--- config.mk ---
export PLATFORM = sky130hd
export DESIGN_NAME = exu_alu_wb
export DESIGN_NICKNAME = d
export VERILOG_FILES = /design/src/rtl/exu_pkg.sv /design/src/rtl/exu_alu_wb_fifo.sv /design/src/rtl/exu_alu_wb.sv
export SDC_FILE = /design/constraint.sdc
export NUM_CORES = 1
export LEC_CHECK = 0
export ABC_AREA = 1
export BUFFER_PORTS_ARGS = -buffer_cell sky130_fd_sc_hd__buf_2
export CAP_MARGIN = 10
export CORE_UTILIZATION = 49
export DETAILED_ROUTE_END_ITERATION = 16
export HOLD_SLACK_MARGIN = 0.05
export PLACE_DENSITY = 0.76
export SYNTH_ARGS = -nofsm -noshare
export SYNTH_HDL_FRONTEND = slang
export SYNTH_SLANG_ARGS = --single-unit
--- constraint.sdc ---
create_clock -name clk -period 4.29 [get_ports clk]
set_input_delay 0.429 -clock clk [delete_from_list [all_inputs] [get_ports clk]]
set_output_delay 0.429 -clock clk [all_outputs]
set_load 0.03 [all_outputs]
--- src/rtl/exu_pkg.sv ---
// exu_pkg: types and constants shared by the execute-stage ALU writeback slice.
package exu_pkg;

  localparam int LA64_REG_ADDR_WIDTH = 5;
  localparam int LA64_DATA_WIDTH     = 64;

  // One buffered register-file write.
  typedef struct packed {
    logic [LA64_REG_ADDR_WIDTH-1:0] rd;
    logic [LA64_DATA_WIDTH-1:0]     data;
  } alu_wb_entry_t;

endpackage

--- src/rtl/exu_alu_wb_fifo.sv ---
// exu_alu_wb_fifo: circular buffer of alu_wb_entry_t with occupancy count,
// push/pop and a synchronous clear that takes priority over push/pop.
// Pointers wrap modulo DEPTH, so DEPTH need not be a power of two.
module exu_alu_wb_fifo
  import exu_pkg::*;
#(
  parameter int DEPTH = 3
) (
  input  logic                         clk,
  input  logic                         rst,
  input  logic                         clr_i,
  input  logic                         push_i,
  input  alu_wb_entry_t                push_entry_i,
  input  logic                         pop_i,
  output alu_wb_entry_t                head_o,
  output logic [$clog2(DEPTH+1)-1:0]   count_o,
  output logic                         empty_o
);

  localparam int CNT_W = $clog2(DEPTH + 1);
  localparam int PTR_W = (DEPTH > 1) ? $clog2(DEPTH) : 1;

  alu_wb_entry_t    mem_q [DEPTH];
  logic [PTR_W-1:0] wr_ptr_q, wr_ptr_d;
  logic [PTR_W-1:0] rd_ptr_q, rd_ptr_d;
  logic [CNT_W-1:0] count_q, count_d;

  function automatic logic [PTR_W-1:0] next_ptr(input logic [PTR_W-1:0] ptr);
    if (ptr == PTR_W'(DEPTH - 1)) begin
      return {PTR_W{1'b0}};
    end else begin
      return ptr + PTR_W'(1);
    end
  endfunction

  // Next pointer/count state; clear wins over any push or pop.
  always_comb begin
    wr_ptr_d = wr_ptr_q;
    rd_ptr_d = rd_ptr_q;
    count_d  = count_q;
    if (clr_i) begin
      wr_ptr_d = {PTR_W{1'b0}};
      rd_ptr_d = {PTR_W{1'b0}};
      count_d  = {CNT_W{1'b0}};
    end else begin
      if (push_i) begin
        wr_ptr_d = next_ptr(wr_ptr_q);
      end else begin
        wr_ptr_d = wr_ptr_q;
      end
      if (pop_i) begin
        rd_ptr_d = next_ptr(rd_ptr_q);
      end else begin
        rd_ptr_d = rd_ptr_q;
      end
      case ({push_i, pop_i})
        2'b10:   count_d = count_q + CNT_W'(1);
        2'b01:   count_d = count_q - CNT_W'(1);
        default: count_d = count_q;
      endcase
    end
  end

  // Pointer and count registers.
  always_ff @(posedge clk or posedge rst) begin
    if (rst) begin
      wr_ptr_q <= {PTR_W{1'b0}};
      rd_ptr_q <= {PTR_W{1'b0}};
      count_q  <= {CNT_W{1'b0}};
    end else begin
      wr_ptr_q <= wr_ptr_d;
      rd_ptr_q <= rd_ptr_d;
      count_q  <= count_d;
    end
  end

  // Entry storage; contents are only observed through a non-empty head.
  always_ff @(posedge clk) begin
    if (push_i && !clr_i) begin
      mem_q[wr_ptr_q] <= push_entry_i;
    end
  end

  assign head_o  = mem_q[rd_ptr_q];
  assign count_o = count_q;
  assign empty_o = (count_q == {CNT_W{1'b0}});

endmodule

--- src/rtl/exu_alu_wb.sv ---
// exu_alu_wb: ALU writeback stage. Tracks destination metadata of each issued
// ALU op in an E1 register alongside the ALU's one-cycle latency, formats the
// result (32-bit sign-extension for word ops) and buffers it toward the
// register-file write port. issue_ready reserves a slot for every op in
// flight, so no result is ever dropped for lack of space.
// Optional feature macro: EXU_ALU_WB_FWD_EN enables the E1 forwarding port;
// when undefined the fwd_* outputs are tied to zero.
module exu_alu_wb
  import exu_pkg::*;
#(
  parameter int DATA_WIDTH     = 64,
  parameter int REG_ADDR_WIDTH = LA64_REG_ADDR_WIDTH,
  parameter int DEPTH          = 3
) (
  input  logic                      clk,
  input  logic                      rst,
  input  logic                      issue_valid,
  output logic                      issue_ready,
  input  logic [REG_ADDR_WIDTH-1:0] issue_rd,
  input  logic                      issue_wen,
  input  logic                      issue_w32,
  input  logic [DATA_WIDTH-1:0]     alu_result,
  input  logic                      flush,
  output logic                      wb_valid,
  input  logic                      wb_ready,
  output logic [REG_ADDR_WIDTH-1:0] wb_rd,
  output logic [DATA_WIDTH-1:0]     wb_data,
  output logic                      fwd_valid,
  output logic [REG_ADDR_WIDTH-1:0] fwd_rd,
  output logic [DATA_WIDTH-1:0]     fwd_data
);

  localparam int CNT_W = $clog2(DEPTH + 1);

  logic                      e1_valid_q, e1_valid_d;
  logic [REG_ADDR_WIDTH-1:0] e1_rd_q, e1_rd_d;
  logic                      e1_wen_q, e1_wen_d;
  logic                      e1_w32_q, e1_w32_d;

  logic                      issue_acc_s;
  logic                      e1_enq_pend_s;
  logic [DATA_WIDTH-1:0]     fmt_s;
  logic [CNT_W:0]            occ_s;
  logic [CNT_W-1:0]          count_s;
  logic                      empty_s;
  logic                      push_s;
  logic                      pop_s;
  alu_wb_entry_t             enq_entry_s;
  alu_wb_entry_t             head_s;

  assign issue_acc_s   = issue_valid & issue_ready & ~flush;
  assign e1_enq_pend_s = e1_valid_q & e1_wen_q & (e1_rd_q != {REG_ADDR_WIDTH{1'b0}});

  // Occupancy including the E1 op that will enqueue at the next edge; built
  // from registered state only so wb_ready never reaches issue_ready.
  assign occ_s       = {1'b0, count_s} + {{CNT_W{1'b0}}, e1_enq_pend_s};
  assign issue_ready = (occ_s < (CNT_W + 1)'(DEPTH));

  // E1 next state: load on an accepted issue, otherwise E1 empties.
  always_comb begin
    e1_valid_d = 1'b0;
    e1_rd_d    = e1_rd_q;
    e1_wen_d   = e1_wen_q;
    e1_w32_d   = e1_w32_q;
    if (issue_acc_s) begin
      e1_valid_d = 1'b1;
      e1_rd_d    = issue_rd;
      e1_wen_d   = issue_wen;
      e1_w32_d   = issue_w32;
    end else begin
      e1_valid_d = 1'b0;
    end
  end

  // E1 metadata register, tracking the ALU's internal operand register.
  always_ff @(posedge clk or posedge rst) begin
    if (rst) begin
      e1_valid_q <= 1'b0;
      e1_rd_q    <= {REG_ADDR_WIDTH{1'b0}};
      e1_wen_q   <= 1'b0;
      e1_w32_q   <= 1'b0;
    end else begin
      e1_valid_q <= e1_valid_d;
      e1_rd_q    <= e1_rd_d;
      e1_wen_q   <= e1_wen_d;
      e1_w32_q   <= e1_w32_d;
    end
  end

  // Result formatting: word ops sign-extend from bit 31.
  always_comb begin
    fmt_s = alu_result;
    if (e1_w32_q) begin
      fmt_s = {{(DATA_WIDTH-32){alu_result[31]}}, alu_result[31:0]};
    end else begin
      fmt_s = alu_result;
    end
  end

  // A flush drops the coincident enqueue; the FIFO clear also wins inside.
  assign push_s         = e1_enq_pend_s & ~flush;
  assign pop_s          = wb_valid & wb_ready;
  assign enq_entry_s.rd   = e1_rd_q;
  assign enq_entry_s.data = fmt_s;

  exu_alu_wb_fifo #(
    .DEPTH (DEPTH)
  ) u_fifo (
    .clk          (clk),
    .rst          (rst),
    .clr_i        (flush),
    .push_i       (push_s),
    .push_entry_i (enq_entry_s),
    .pop_i        (pop_s),
    .head_o       (head_s),
    .count_o      (count_s),
    .empty_o      (empty_s)
  );

  // Head is gated so that idle write-port fields read as zero.
  assign wb_valid = ~empty_s;
  assign wb_rd    = wb_valid ? head_s.rd   : {REG_ADDR_WIDTH{1'b0}};
  assign wb_data  = wb_valid ? head_s.data : {DATA_WIDTH{1'b0}};

`ifdef EXU_ALU_WB_FWD_EN
  assign fwd_valid = e1_enq_pend_s & ~flush;
  assign fwd_rd    = e1_rd_q;
  assign fwd_data  = e1_valid_q ? fmt_s : {DATA_WIDTH{1'b0}};
`else
  assign fwd_valid = 1'b0;
  assign fwd_rd    = {REG_ADDR_WIDTH{1'b0}};
  assign fwd_data  = {DATA_WIDTH{1'b0}};
`endif

endmodule

Yosys cells after proc, flatten, opt, wreduce, memory -nomap -nowiden
Memories as Yosys holds them, arrays and structs flattened.
Index checks and enable logic that the tools add are counted.
{"block": "word_totals", "regBits": 14, "mem_bits_rw": 207, "memories": 1}
{"block": "op_classes", "n_addsub": 5, "order_cmp": 1, "eq_ne": 4, "mux": 14, "n_bitwise": 8, "n_reduce_logical": 7}
{"name": "u_fifo.mem_q", "words": 3, "word_bits": 69, "rd": 1, "rd_ports_with_merged_regs": 0, "write_ports": 1, "line_no": "exu_alu_wb_fifo.sv:23", "source": "alu_wb_entry_t mem_q [DEPTH];"}
{"op": "$mux W64", "n": 2}
{"op": "$mux W2", "n": 7}
{"op": "$add A2 B1 Y2 const B", "n": 3}
{"op": "$and A1 B1 Y1", "n": 6}
{"op": "$eq A2 B2 Y1 const B", "n": 3}
{"op": "$mux W5", "n": 1}
{"op": "$reduce_bool A5 Y1", "n": 1}
{"op": "$pmux W2 S2", "n": 1}
{"op": "$reduce_bool A2 Y1", "n": 2}
{"op": "$add A2 B1 Y3", "n": 1}
{"op": "$lt A3 B2 Y1 const B", "n": 1}
{"op": "$mux W1", "n": 3}
{"op": "$reduce_bool A3 Y1", "n": 1}
{"op": "$eq A2 B1 Y1 const B", "n": 1}
{"op": "$logic_not A2 Y1", "n": 1}
{"op": "$not A1 Y1", "n": 2}
{"op": "$sub A2 B1 Y2 const B", "n": 1}
{"op": "$logic_and A1 B1 Y1", "n": 1}
{"op": "$logic_not A1 Y1", "n": 1}

Longest topological paths before layout
Gate-level depths: netlist (run 1).
{"block": "depth", "depth_word": 7, "mapped_depth": 11, "depth_no_buf": 11}

By module
From an unflattened synthesis (run 1), not the netlist that was laid out.
{"block": "hier_totals", "cells_unflattened": 890, "hier_area_um2": 9623.0}
{"module": "exu_alu_wb_fifo", "instances": 1, "cells_each": 551, "area_each_um2": 7778.7, "seq_area_each_um2": 6366.1}
{"module": "exu_alu_wb", "instances": 1, "cells_each": 339, "area_each_um2": 1844.3, "seq_area_each_um2": 200.2}

Worst setup path after synthesis (run 1)
No wires, ideal clock.
{"block": "synth_timing", "kind": "in2reg", "startpoint": "in flush", "endpoint": "mem u_fifo.mem_q[0][0] in the netlist's numbering, enable pin", "setup_time_ns": 0.496, "arrival_ns": 3.719, "setup_slack_ns": 0.074, "stages": 5, "cell_sequence": "inv_1 > nand3_1 > inv_1 > nand2_1 > nor2_1"}
{"block": "synth_between", "elab_chain_cells": 5}
{"element": "start: declaration", "line_no": "exu_alu_wb.sv:23", "source": "input logic flush,"}
{"element": "$not A1 Y1", "line_no": "exu_alu_wb.sv:101", "source": "assign push_s = e1_enq_pend_s & ~flush;"}
{"element": "$and A1 B1 Y1", "line_no": "exu_alu_wb.sv:101"}
{"element": "$logic_and A1 B1 Y1 *", "line_no": "exu_alu_wb_fifo.sv:79", "source": "if (push_i && !clr_i) begin"}
{"element": "$mux W1 *", "line_no": "exu_alu_wb_fifo.sv:79"}
{"element": "$mux W1 (implied by the code) *", "line_no": "exu_alu_wb_fifo.sv:80", "source": "mem_q[wr_ptr_q] <= push_entry_i;"}
{"element": "end: declaration", "line_no": "exu_alu_wb_fifo.sv:23"}
Every way passes the cells marked *; elsewhere a longest branch is shown, timed or not.

Worst setup path after layout (run 1)
{"block": "layout_timing", "startpoint": "reg u_fifo.rd_ptr_q[1]", "endpoint": "out wb_data[48]"}
{"block": "layout_between", "elab_chain_cells": 2}
{"element": "start: declaration", "line_no": "exu_alu_wb_fifo.sv:25", "source": "logic [PTR_W-1:0] rd_ptr_q, rd_ptr_d;"}
{"element": "start signal: assignment", "line_no": "exu_alu_wb_fifo.sv:68", "source": "rd_ptr_q <= {PTR_W{1'b0}};"}
{"element": "start signal: assignment", "line_no": "exu_alu_wb_fifo.sv:72", "source": "rd_ptr_q <= rd_ptr_d;"}
{"element": "$mem_v2 Z3 W69"}
{"element": "$mux W64", "line_no": "exu_alu_wb.sv:123", "source": "assign wb_data = wb_valid ? head_s.data : {DATA_WIDTH{1'b0}};"}
{"element": "end: declaration", "line_no": "exu_alu_wb.sv:27", "source": "output logic [DATA_WIDTH-1:0] wb_data,"}
Every way passes these cells.

==> run summary, run 1 <==
Finish
* **most frequent standard cell in the layout excluding fill and tap cells** sky130_fd_sc_hd__nand2_1
* **number of nets in the layout** 1097
* **Sequential cell area** 6570 sq um
* **area used by multi-input combinational logic** 2210 sq um
* **highest-count cells in the layout ignoring fill and taps** sky130_fd_sc_hd__nand2_1 (361), sky130_fd_sc_hd__edfxtp_1 (207), sky130_fd_sc_hd__buf_2 (146)
* **final design instance area without fill** 10900 sq um
* **fraction of layout cells with a size suffix above 1** 19.2%
* **Antenna Cells** 0
* **layout-stage area growth over the synthesis result** 15.4%
* **layout filler cell count** 1550

Critical path
* **kind of start point of the critical path** register
* **sequence of cells on the critical path** buf_4 > nor2_4 > buf_4 > nand2_1 > nand3_1 > nand2_1 > inv_1 > buf_2
* **slowest library cell on the worst path** sky130_fd_sc_hd__buf_4
* **flop2flop setup slack** 1800 ps
* **type of destination of the critical path** primary output
* **endpoint arrival time on the critical path** 2710 ps
* **crit path kind** reg2out
* **highest fanout seen on the critical path** 71
* **longest individual stage delay on the worst path** 650 ps
* **required time of the worst setup path** 3860 ps

Synth
* **sequential-to-total area share from yosys stat** 69.2%
* **flip-flop and latch count after synthesis** 221
* **area of the mapped netlist** 9490 sq um
* **YS warnings** 0
* **Synth area leaders** sky130_fd_sc_hd__edfxtp_1 (66%), sky130_fd_sc_hd__nand2_1 (14%), sky130_fd_sc_hd__buf_4 (5.6%), sky130_fd_sc_hd__nand3_1 (4.0%), sky130_fd_sc_hd__dfrtp_1 (3.7%)
* **compound-cell area share of the yosys netlist** 0.528%
* **average cell area after synthesis** 10.9 sq um
* **number of instances in the synthesized netlist** 873
* **adder-cell area share of the yosys netlist** 0.264%
* **largest family of logic cells by synthesized area** simple AND/OR/NAND/NOR gates
* **count of different cell masters after synthesis** 23
* **mux share of post-synthesis cell area** 0.594%
* **synthesized-area fraction occupied by and/or/nand/nor cells** 18.8%
* **Yosys top cell by area** sky130_fd_sc_hd__edfxtp_1
* **post-synthesis xor/xnor area fraction** 0%
* **fraction of post-synthesis cell area in the top cell type by area** 65.5%

Power and ir drop
* **leakage power total** 0.00504 uW
* **peak supply drop** 0.000359 V
* **power density over cell area** 597 nW/um^2

Timing
* **part of the cycle the worst path needs** 73.2%
* **Worst Tran Pin Value** 1020 ps
* **setup repair after global routing missed its margin** no
* **slew margin rel.** 32.2%
* **fin. max-slew vios** 0
* **Final setup viols** 0
* **maximum frequency from static timing analysis** 319 MHz
* **clk_skew** 8.15 ps
* **hold violation count in the final report** 0
* **post-route minimum period** 3140 ps
* **total negative slack for setup checks** 0 ps

Clock network
* **post-CTS clock slew at the launch and capture registers of the worst setup and hold paths** 60 ps
* **CTS Root Buffer Type** sky130_fd_sc_hd__clkbuf_16
* **clock latency at the later pin of the worst-skew pair** 490 ps
* **Num Clock Sinks** 221
* **total CTS buffers** 22
* **number of setup buffers added after CTS** 0
* **clock buffer depth** 3
* **TritonCTS clock tree** yes
* **H-tree depth** 1

Drt
* **Routed wire per std cell** 14.3 microns
* **DRC marker count from the first detailed-route iteration** 391
* **antenna violation net count after detailed routing** 0
* **DR vias** 6144
* **drt first pass iters** 5
* **routed via count divided by cell count** 4.75
* **number of remaining DRC errors** 0
* **total detailed-routing wirelength** 18500 microns

GRT
* **wire length of the first global-routing pass** 29500 microns
* **combined global-route utilization of all metal layers** 19.1%
* **number of antenna violations at the first check in global routing** 0
* **total overflow reported by the global router** 0
* **via count of the first global-routing pass** 5729
* **largest net degree at the start of global routing** 72

Floorplan
* **count of pins on the block boundary** 217
* **Die Outline Area** 19900 sq um
* **height of the die** 141 microns
* **area of the core** 18800 sq um
* **number of rows created at floorplan** 50
* **starting utilization of the core area** 50.4%
* **Die Width** 141 microns

Placement
* **instance area after placement** 10300 sq um
* **Port Buffers** 146
* **final RePlAce weighted congestion** 0.742
* **half-perimeter wire length after placement** 11300 microns

Hold path
* **min-delay worst type** in2reg

Run
* **max capacitance violation total** 0

Run status
* **result of the run** completed

-- power breakdown --
group,switching (uW),internal (uW),total [uW]
clock network,733,1100,1830
logic,1630,545,2180
registers,38.2,2490,2530
total,2400,4140,6540
-- final cells by class --
type	instances	area share, %
multi-input cells	532	20.1
clock inverters	7	0.743
clock buffers	31	5.53
inverters	84	2.88
repair buffers	158	7.75
well taps	260	2.97
flip-flops and latches	221	60.0
-- layer usage --
| layer | track usage, % | up-vias | routed length [microns] |
|---|---|---|---|
| li1 | - | 2978 | - |
| met1 | 24.2 | 2883 | 7780 |
| met2 | 34.2 | 251 | 9260 |
| met3 | 3.02 | 32 | 1160 |
| met4 | 4.52 | 0 | 347 |
| met5 | 0 | - | 0 |
-- cells in the mapped netlist --
master / instances
sky130_fd_sc_hd__inv_2: 2
sky130_fd_sc_hd__o21ai_0: 4
sky130_fd_sc_hd__nand2_2: 1
sky130_fd_sc_hd__nor2_2: 1
sky130_fd_sc_hd__mux2_2: 5
sky130_fd_sc_hd__edfxtp_1: 207
sky130_fd_sc_hd__a21oi_1: 2
sky130_fd_sc_hd__nor2_4: 1
sky130_fd_sc_hd__ha_1: 2
sky130_fd_sc_hd__nand2_1: 361
sky130_fd_sc_hd__buf_4: 71
sky130_fd_sc_hd__o31ai_1: 1
sky130_fd_sc_hd__inv_1: 82
sky130_fd_sc_hd__buf_2: 13
sky130_fd_sc_hd__buf_6: 1
sky130_fd_sc_hd__dfrtp_1: 14
sky130_fd_sc_hd__nand4_1: 1
sky130_fd_sc_hd__o22ai_1: 2
sky130_fd_sc_hd__clkbuf_1: 7
sky130_fd_sc_hd__conb_1: 1
sky130_fd_sc_hd__nor2_1: 5
sky130_fd_sc_hd__nand3_1: 76
sky130_fd_sc_hd__buf_1: 13
-- cell families (layout without fill, tap and decap cells) --
group           count (synthesis)  count (layout)
other cells                     1              70
simple gates                  446             446
mux                             5               5
buf+inv                       189             280
fa+ha+maj                       2               2
flops                         221             221
compound gates                  9               9
-- flip-flops by register name (all words and copies together) (netlist names) --
| signal | cells |
|---|---|
| e1_wen_q | 1 |
| e1_rd_q | 5 |
| u_fifo.rd_ptr_q | 2 |
| e1_w32_q | 1 |
| u_fifo.wr_ptr_q | 2 |
| u_fifo.mem_q | 207 |
| e1_valid_q | 1 |
| u_fifo.count_o | 2 |
-- worst paths after layout --
path,cells after the start,end,start
worst max register to register,9,u_fifo.count_o[0],u_fifo.count_o[0]
max in group asynchronous,3,u_fifo.rd_ptr_q[1],rst
worst min-delay path,1,u_fifo.mem_q[1][0],alu_result[0]
min in group asynchronous,3,e1_w32_q,rst
worst max-delay path,8,wb_data[48],u_fifo.rd_ptr_q[1]
worst min register to register,0,u_fifo.mem_q[0][68],e1_rd_q[4]
-- stage by stage --
step                utilization, %  hold slack [ps]  std cells  power [uW]  setup slack, ps
floorplan                        -              318        942        4220             74.5
detailed placement            54.4              484       1254        4780             1600
global route                  58.1              122       1293        6890              913
CTS                           58.1              118       1293        6610             1070
global placement              54.4              478       1254        4740             1650
finish                        58.1              145       1293        6540             1150
-- timing repair --
item                                   CTS  global route
gates resized for setup                  0             0
hold buffers                             1             0
endpoints found under the hold margin   14             0
-- critical path, delay by kind of cell (launching register included) --
| family | cells | cell delay [ps] |
|---|---|---|
| buf+inv | 4 | 1320 |
| flops | 1 | 400 |
| simple gates | 4 | 480 |
Note: power is estimated with default switching activity, not from simulation.
==> run 2, diff against run 1 <==
Settings changed: CORE_UTILIZATION 49 to 54, PLACE_DENSITY 0.76 to 0.8.
Clock period 4.29 ns to 3.1 ns, I/O delays scaled along.
==> run 2 against run 1 <==
Sequential share of layout area fell by 1.7 points; sequential cell count did not move; clock power rose by 31%; register-to-register slack got worse by 990 ps; routed wire length rose by 0.34%; total power rose by 38%; global-route usage rose by 1.7 points; core utilization rose by 7.2 points; first-iteration DRC count fell by 0.51%; final cell count rose by 0.70%; largest power group unchanged.
==> run summary, run 2 (synthesized netlist as in run 1, its figures left out) <==
Run status
* **result of the run** completed

Hold path
* **min-delay worst type** in2reg

Floorplan
* **count of pins on the block boundary** 217
* **number of rows created at floorplan** 48
* **starting utilization of the core area** 55.0%
* **height of the die** 135 microns
* **area of the core** 17200 sq um
* **Die Outline Area** 18100 sq um
* **Die Width** 135 microns

GRT
* **largest net degree at the start of global routing** 40
* **number of antenna violations at the first check in global routing** 0
* **wire length of the first global-routing pass** 29300 microns
* **total overflow reported by the global router** 0
* **via count of the first global-routing pass** 6020
* **combined global-route utilization of all metal layers** 20.8%

Placement
* **half-perimeter wire length after placement** 11200 microns
* **number of cells after detailed placement** 1224
* **final RePlAce weighted congestion** 0.772
* **Setup Slack @ Placement** 838 ps
* **Port Buffers** 146

Clock network
* **Num Clock Sinks** 221
* **H-tree depth** 1
* **hold-fix buffers at CTS** 38
* **post-CTS clock slew at the launch and capture registers of the worst setup and hold paths** 60 ps
* **total CTS buffers** 22
* **clock latency at the later pin of the worst-skew pair** 490 ps
* **clock buffer depth** 3
* **Gates resized, CTS repair** 0
* **TritonCTS clock tree** yes
* **CTS Root Buffer Type** sky130_fd_sc_hd__clkbuf_16
* **number of setup buffers added after CTS** 0

Timing
* **fin. max-slew vios** 0
* **clk_skew** 6.18 ps
* **final critical-path setup slack** 587 ps
* **hold violation count in the final report** 0
* **maximum frequency from static timing analysis** 398 MHz
* **smallest hold slack** 61.8 ps
* **total negative slack for setup checks** 0 ps
* **Final setup viols** 0
* **part of the cycle the worst path needs** 81.1%
* **setup repair after global routing missed its margin** no
* **slew margin rel.** 55.0%
* **Worst Tran Pin Value** 674 ps
* **post-route minimum period** 2510 ps

Drt
* **DRC marker count from the first detailed-route iteration** 389
* **drt first pass iters** 5
* **Routed wire per std cell** 14.3 microns
* **DR vias** 6300
* **antenna violation net count after detailed routing** 0
* **total detailed-routing wirelength** 18600 microns
* **number of remaining DRC errors** 0
* **routed via count divided by cell count** 4.84

Critical path
* **Most Frequent Cell on Critical Path** sky130_fd_sc_hd__ha_1
* **endpoint arrival time on the critical path** 2200 ps
* **required time of the worst setup path** 2790 ps
* **source of the worst register-to-register timing path** e1_rd_q[1]
* **delay-heaviest family, CP** adder cells
* **end of the critical path** issue_ready
* **flop2flop setup slack** 810 ps
* **r2r endpoint** e1_rd_q[3]
* **instance count on the critical path** 8
* **kind of start point of the critical path** register
* **type of destination of the critical path** primary output
* **highest fanout seen on the critical path** 5
* **sequence of cells on the critical path** nor2_1 > nand3_1 > nand2_1 > inv_1 > ha_1 > ha_1 > a21oi_1 > buf_2
* **longest individual stage delay on the worst path** 420 ps
* **FF-to-FF path depth** 10
* **Worst Setup SP** e1_rd_q[1]
* **worst path bufs/invs** 2
* **crit path kind** reg2out
* **slowest library cell on the worst path** sky130_fd_sc_hd__dfrtp_1

Power and ir drop
* **Cell Int Power** 5610 uW
* **fraction of power consumed by combinational cells** 34.6%
* **peak supply drop** 0.000554 V
* **fraction of power consumed by the clock network** 26.5%
* **switching share of total power** 37.7%
* **power density over cell area** 799 nW/um^2
* **P_sw** 3400 uW
* **sequential share of power** 38.9%
* **leakage power total** 0.00520 uW

Finish
* **max reg flops** 207
* **register ranked first by flip-flop count** u_fifo.mem_q
* **final standard cell utilization of the core** 65.4%
* **most frequent standard cell in the layout excluding fill and tap cells** sky130_fd_sc_hd__nand2_1
* **Antenna Cells** 0
* **leading registers by flop count** u_fifo.mem_q x207, e1_rd_q x5
* **fraction of layout cells with a size suffix above 1** 19.1%
* **highest-count cells in the layout ignoring fill and taps** sky130_fd_sc_hd__nand2_1 (361), sky130_fd_sc_hd__edfxtp_1 (207), sky130_fd_sc_hd__buf_2 (146)
* **non-filler instance count after layout** 1302
* **number of nets in the layout** 1139
* **layout-stage area growth over the synthesis result** 18.8%

Run
* **max capacitance violation total** 0

-- run 2: changes by cell type in the layout (fill, tap and decap cells not counted), sizes merged --
cell,change
buf,+5
bufinv,-2
clkbuf,-4
clkinv,+6
clkinvlp,+2
dlygate4sd3,+37
-- run 2: worst register-to-register path: stages (launching register included) --
cell and delay [ps]:
sky130_fd_sc_hd__dfrtp_1 420, sky130_fd_sc_hd__nor2_1 130, sky130_fd_sc_hd__nand3_1 130, sky130_fd_sc_hd__nand2_1 120
sky130_fd_sc_hd__inv_1 60, sky130_fd_sc_hd__ha_1 170, sky130_fd_sc_hd__ha_1 260, sky130_fd_sc_hd__a21oi_1 190
sky130_fd_sc_hd__nand2_1 110, sky130_fd_sc_hd__nor2_4 220, sky130_fd_sc_hd__mux2_2 370
-- run 2: per-layer routing --
metal  track usage, %  vias to the layer above  part of all wire, %
li1                 -                     3074                    -
met1             25.7                     2935                   40
met2             37.6                      263                   52
met3             3.45                       28                  6.6
met4             6.12                        0                  1.7
met5                0                        -                    0
-- run 2: how the worst min path moves through the flow --
stage	from	to	slack, ps	cells past startpoint
after global placement	rst	e1_w32_q	370	2
after floorplan	rst	e1_rd_q[0]	200	1
after detailed placement	rst	e1_w32_q	380	2
after global routing	issue_rd[2]	e1_rd_q[2]	50	2
after CTS	issue_w32	e1_w32_q	50	3
final	issue_w32	e1_w32_q	60	3
-- run 2: power by group through the flow --
stage / Sequential (uW) / Combinational [uW] / Clock, uW
finish: 3500 / 3110 / 2390
global route: 3510 / 3390 / 2550
floorplan: 3550 / 2280 / 0
global placement: 3560 / 3040 / 0
CTS: 3500 / 3120 / 2440
detailed placement: 3570 / 3070 / 0
-- run 2: cell type report --
type	instances	area [sq um]
clock buffers	27	591
clock inverters	13	66.3
flip-flops and latches	221	6570
inverters	84	315
repair buffers	200	1240
well taps	225	282
multi-input cells	532	2210
fillers	1264	5970
-- run 2: metrics by stage --
| step | power, uW | area, sq um |
|---|---|---|
| after global placement | 6600 | 10200 |
| after CTS | 9060 | 11300 |
| final | 9010 | 11300 |
| after floorplan | 5830 | 9740 |
| after detailed placement | 6640 | 10200 |
| after global routing | 9450 | 11300 |
==> run 3, diff against run 2 <==
Settings changed: ABC_AREA 1 to 0, CORE_UTILIZATION 54 to 49, PLACE_DENSITY 0.8 to 0.76.
Clock period 3.1 ns to 2.3 ns, I/O delays scaled along.
==> run 3 against run 2 <==
The flow now finishes with violations (negative setup slack); global-route usage fell by 2.4 points; clock power rose by 45%; die area rose by 12%; critical path type unchanged.
==> run summary, run 3 <==
Drt
* **number of remaining DRC errors** 0
* **Routed wire per std cell** 16.6 microns
* **routed via count divided by cell count** 4.86
* **DRC marker count from the first detailed-route iteration** 299
* **total detailed-routing wirelength** 18700 microns
* **DR vias** 5471
* **antenna violation net count after detailed routing** 0
* **drt first pass iters** 4

Power and ir drop
* **fraction of power consumed by combinational cells** 9.9%
* **peak supply drop** 0.000563 V
* **switching share of total power** 22.8%
* **fraction of power consumed by the clock network** 38.9%
* **Cell Int Power** 6880 uW
* **power density over cell area** 753 nW/um^2
* **post-route total power** 8920 uW
* **sequential share of power** 51.2%
* **leakage power total** 0.00451 uW
* **P_sw** 2040 uW

Floorplan
* **Die Width** 142 microns
* **count of pins on the block boundary** 217
* **area of the core** 19000 sq um
* **height of the die** 142 microns
* **starting utilization of the core area** 50.7%
* **number of rows created at floorplan** 50
* **Die Outline Area** 20200 sq um

Synth
* **Yosys top cell by area** sky130_fd_sc_hd__edfxtp_1
* **dominant register cell in the synthesized netlist** sky130_fd_sc_hd__edfxtp_1
* **area of the mapped netlist** 9640 sq um
* **share of async-settable or async-resettable flops after synthesis** 6.33%
* **leading cell types by count after synthesis** sky130_fd_sc_hd__edfxtp_1 (207), sky130_fd_sc_hd__mux2_2 (76), sky130_fd_sc_hd__buf_4 (71), sky130_fd_sc_hd__mux2i_1 (71), sky130_fd_sc_hd__nor2_1 (71)
* **most instantiated library cell after synthesis** sky130_fd_sc_hd__edfxtp_1
* **average cell area after synthesis** 15.0 sq um
* **Synth area leaders** sky130_fd_sc_hd__edfxtp_1 (65%), sky130_fd_sc_hd__mux2_2 (8.9%), sky130_fd_sc_hd__mux2i_1 (7.4%), sky130_fd_sc_hd__buf_4 (5.5%), sky130_fd_sc_hd__dfrtp_1 (3.6%)
* **flip-flop and latch count after synthesis** 221
* **sequential-to-total area share from yosys stat** 68.1%
* **fraction of post-synthesis cell area in the top cell type by area** 64.5%
* **number of instances in the synthesized netlist** 644
* **count of flip-flops with a built-in enable after synthesis** 207
* **YS warnings** 0
* **count of different cell masters after synthesis** 35

Critical path
* **slowest library cell on the worst path** sky130_fd_sc_hd__or3_4
* **type of destination of the critical path** primary output
* **required time of the worst setup path** 2070 ps
* **longest individual stage delay on the worst path** 410 ps
* **crit path kind** reg2out
* **sequence of cells on the critical path** or3_4 > o21ai_4 > inv_2 > ha_4 > ha_4 > a21oi_4 > buf_6
* **kind of start point of the critical path** register
* **source of the worst register-to-register timing path** e1_rd_q[1]
* **highest fanout seen on the critical path** 2
* **endpoint arrival time on the critical path** 2160 ps
* **FF-to-FF path depth** 9
* **Most Frequent Cell on Critical Path** sky130_fd_sc_hd__ha_4
* **flop2flop setup slack** 50 ps
* **r2r endpoint** e1_wen_q

Clock network
* **clock latency at the later pin of the worst-skew pair** 490 ps
* **post-CTS clock slew at the launch and capture registers of the worst setup and hold paths** 60 ps
* **total CTS buffers** 23
* **CTS Root Buffer Type** sky130_fd_sc_hd__clkbuf_16
* **H-tree depth** 1
* **TritonCTS clock tree** yes
* **Num Clock Sinks** 221
* **clock buffer depth** 3

GRT
* **global routing met3 resource utilization** 2.66%
* **combined global-route utilization of all metal layers** 18.4%
* **wire length of the first global-routing pass** 28700 microns
* **fraction of met1 tracks used by global routing** 23.8%
* **largest net degree at the start of global routing** 40
* **gr busiest metal** met2
* **via count of the first global-routing pass** 5537
* **number of antenna violations at the first check in global routing** 0
* **total overflow reported by the global router** 0
* **GRT met2 Usage** 32.6%

Finish
* **register ranked first by flip-flop count** u_fifo.mem_q
* **most frequent standard cell in the layout excluding fill and tap cells** sky130_fd_sc_hd__edfxtp_1
* **final standard cell utilization of the core** 62.3%
* **leading registers by flop count** u_fifo.mem_q x207, e1_rd_q x5
* **layout filler cell count** 1390
* **highest-count cells in the layout ignoring fill and taps** sky130_fd_sc_hd__edfxtp_1 (207), sky130_fd_sc_hd__buf_2 (145), sky130_fd_sc_hd__mux2_2 (75)
* **layout-stage area growth over the synthesis result** 22.9%
* **max reg flops** 207
* **Antenna Cells** 0
* **number of nets in the layout** 930
* **fraction of layout cells with a size suffix above 1** 34.3%

Timing
* **Final setup viols** 1
* **post-route minimum period** 2390 ps
* **part of the cycle the worst path needs** 104%
* **setup repair after global routing missed its margin** yes
* **fin. max-slew vios** 0
* **slew margin rel.** 51.2%
* **maximum frequency from static timing analysis** 419 MHz
* **final critical-path setup slack** -85.6 ps
* **hold violation count in the final report** 0
* **clk_skew** 6.37 ps
* **Worst Tran Pin Value** 731 ps
* **smallest hold slack** 85.6 ps

Run
* **max capacitance violation total** 0

Hold path
* **startpoint of the lowest-slack hold path** flush
* **min-delay worst type** in2reg
* **Hold Path Sink** u_fifo.rd_ptr_q[0]
* **worst hold path stage count** 3

Placement
* **Setup Slack @ Placement** 13.7 ps
* **Port Buffers** 146
* **final RePlAce weighted congestion** 0.775
* **half-perimeter wire length after placement** 11200 microns

Run status
* **violations in the final reports** negative setup slack
* **result of the run** finished with violations

[run 3: per-layer routing]
| layer | wire length (microns) | share of wire (%) |
|---|---|---|
| met1 | 8040 | 43 |
| met2 | 9280 | 50 |
| met3 | 1000 | 5.4 |
| met4 | 358 | 1.9 |
| met5 | 0 | 0 |
[run 3: worst max-delay path, delay by kind of cell, from the launching register on]
kind | cells | cell delay (ps)
flip-flops | 1 | 380
AND/OR/NAND/NOR | 1 | 410
buffers and inverters | 2 | 220
AO/OA/AOI/OAI | 2 | 280
adder cells (fa/ha/maj) | 2 | 370
[run 3: worst max-delay path by stage]
stage	slack [ps]	cells after the start	endpoint	start
detailed placement	10	9	e1_wen_q	e1_rd_q[3]
CTS	-90	7	issue_ready	e1_rd_q[1]
floorplan	-1050	3	u_fifo.mem_q[2][0]	e1_rd_q[3]
global route	-140	7	issue_ready	e1_rd_q[1]
finish	-90	7	issue_ready	e1_rd_q[1]
global placement	70	9	e1_rd_q[0]	e1_rd_q[3]
[run 3: power by group through the flow]
stage	logic (uW)	registers, uW	clock network [uW]
after floorplan	641	4650	0
after global placement	807	4650	0
after detailed placement	826	4650	0
after CTS	887	4570	3530
after global routing	963	4570	3690
final	887	4570	3470
[run 3: what timing repair did]
| item | CTS | global route |
|---|---|---|
| endpoints found under the hold margin | 117 | 0 |
| hold buffers | 40 | 0 |
| cloned | 0 | 1 |
| gates resized for setup | 2 | 1 |
| buffers inserted | 3 | 0 |
| setup endpoints to repair | 26 | 42 |
| pin swaps | 2 | 1 |
[run 3: cells by family (layout without fill, tap and decap cells)]
group / Yosys count / in the layout / share of synthesized area, %
mux: 148 / 148 / 16.4
simple gates: 92 / 93 / 4.25
other cells: 1 / 70 / 0.0389
flops: 221 / 221 / 68.1
compound gates: 42 / 42 / 2.54
buf+inv: 138 / 290 / 8.36
fa+ha+maj: 2 / 2 / 0.260
[run 3: layout make-up]
| type | instances | area (sq um) | area share, % |
|---|---|---|---|
| clock buffers | 26 | 587 | 4.95 |
| clock inverters | 13 | 109 | 0.919 |
| inverters | 38 | 143 | 1.20 |
| multi-input cells | 355 | 2610 | 22.0 |
| flip-flops and latches | 221 | 6570 | 55.5 |
| well taps | 260 | 325 | 2.75 |
| repair buffers | 213 | 1500 | 12.7 |
[run 3: through the flow]
step                area [sq um]  std cells  setup TNS (ps)
floorplan                   9960        713         -112680
global placement           10700       1043               0
detailed placement         10700       1043               0
CTS                        11800       1125           -86.9
global route               11800       1126            -138
finish                     11800       1126           -85.6
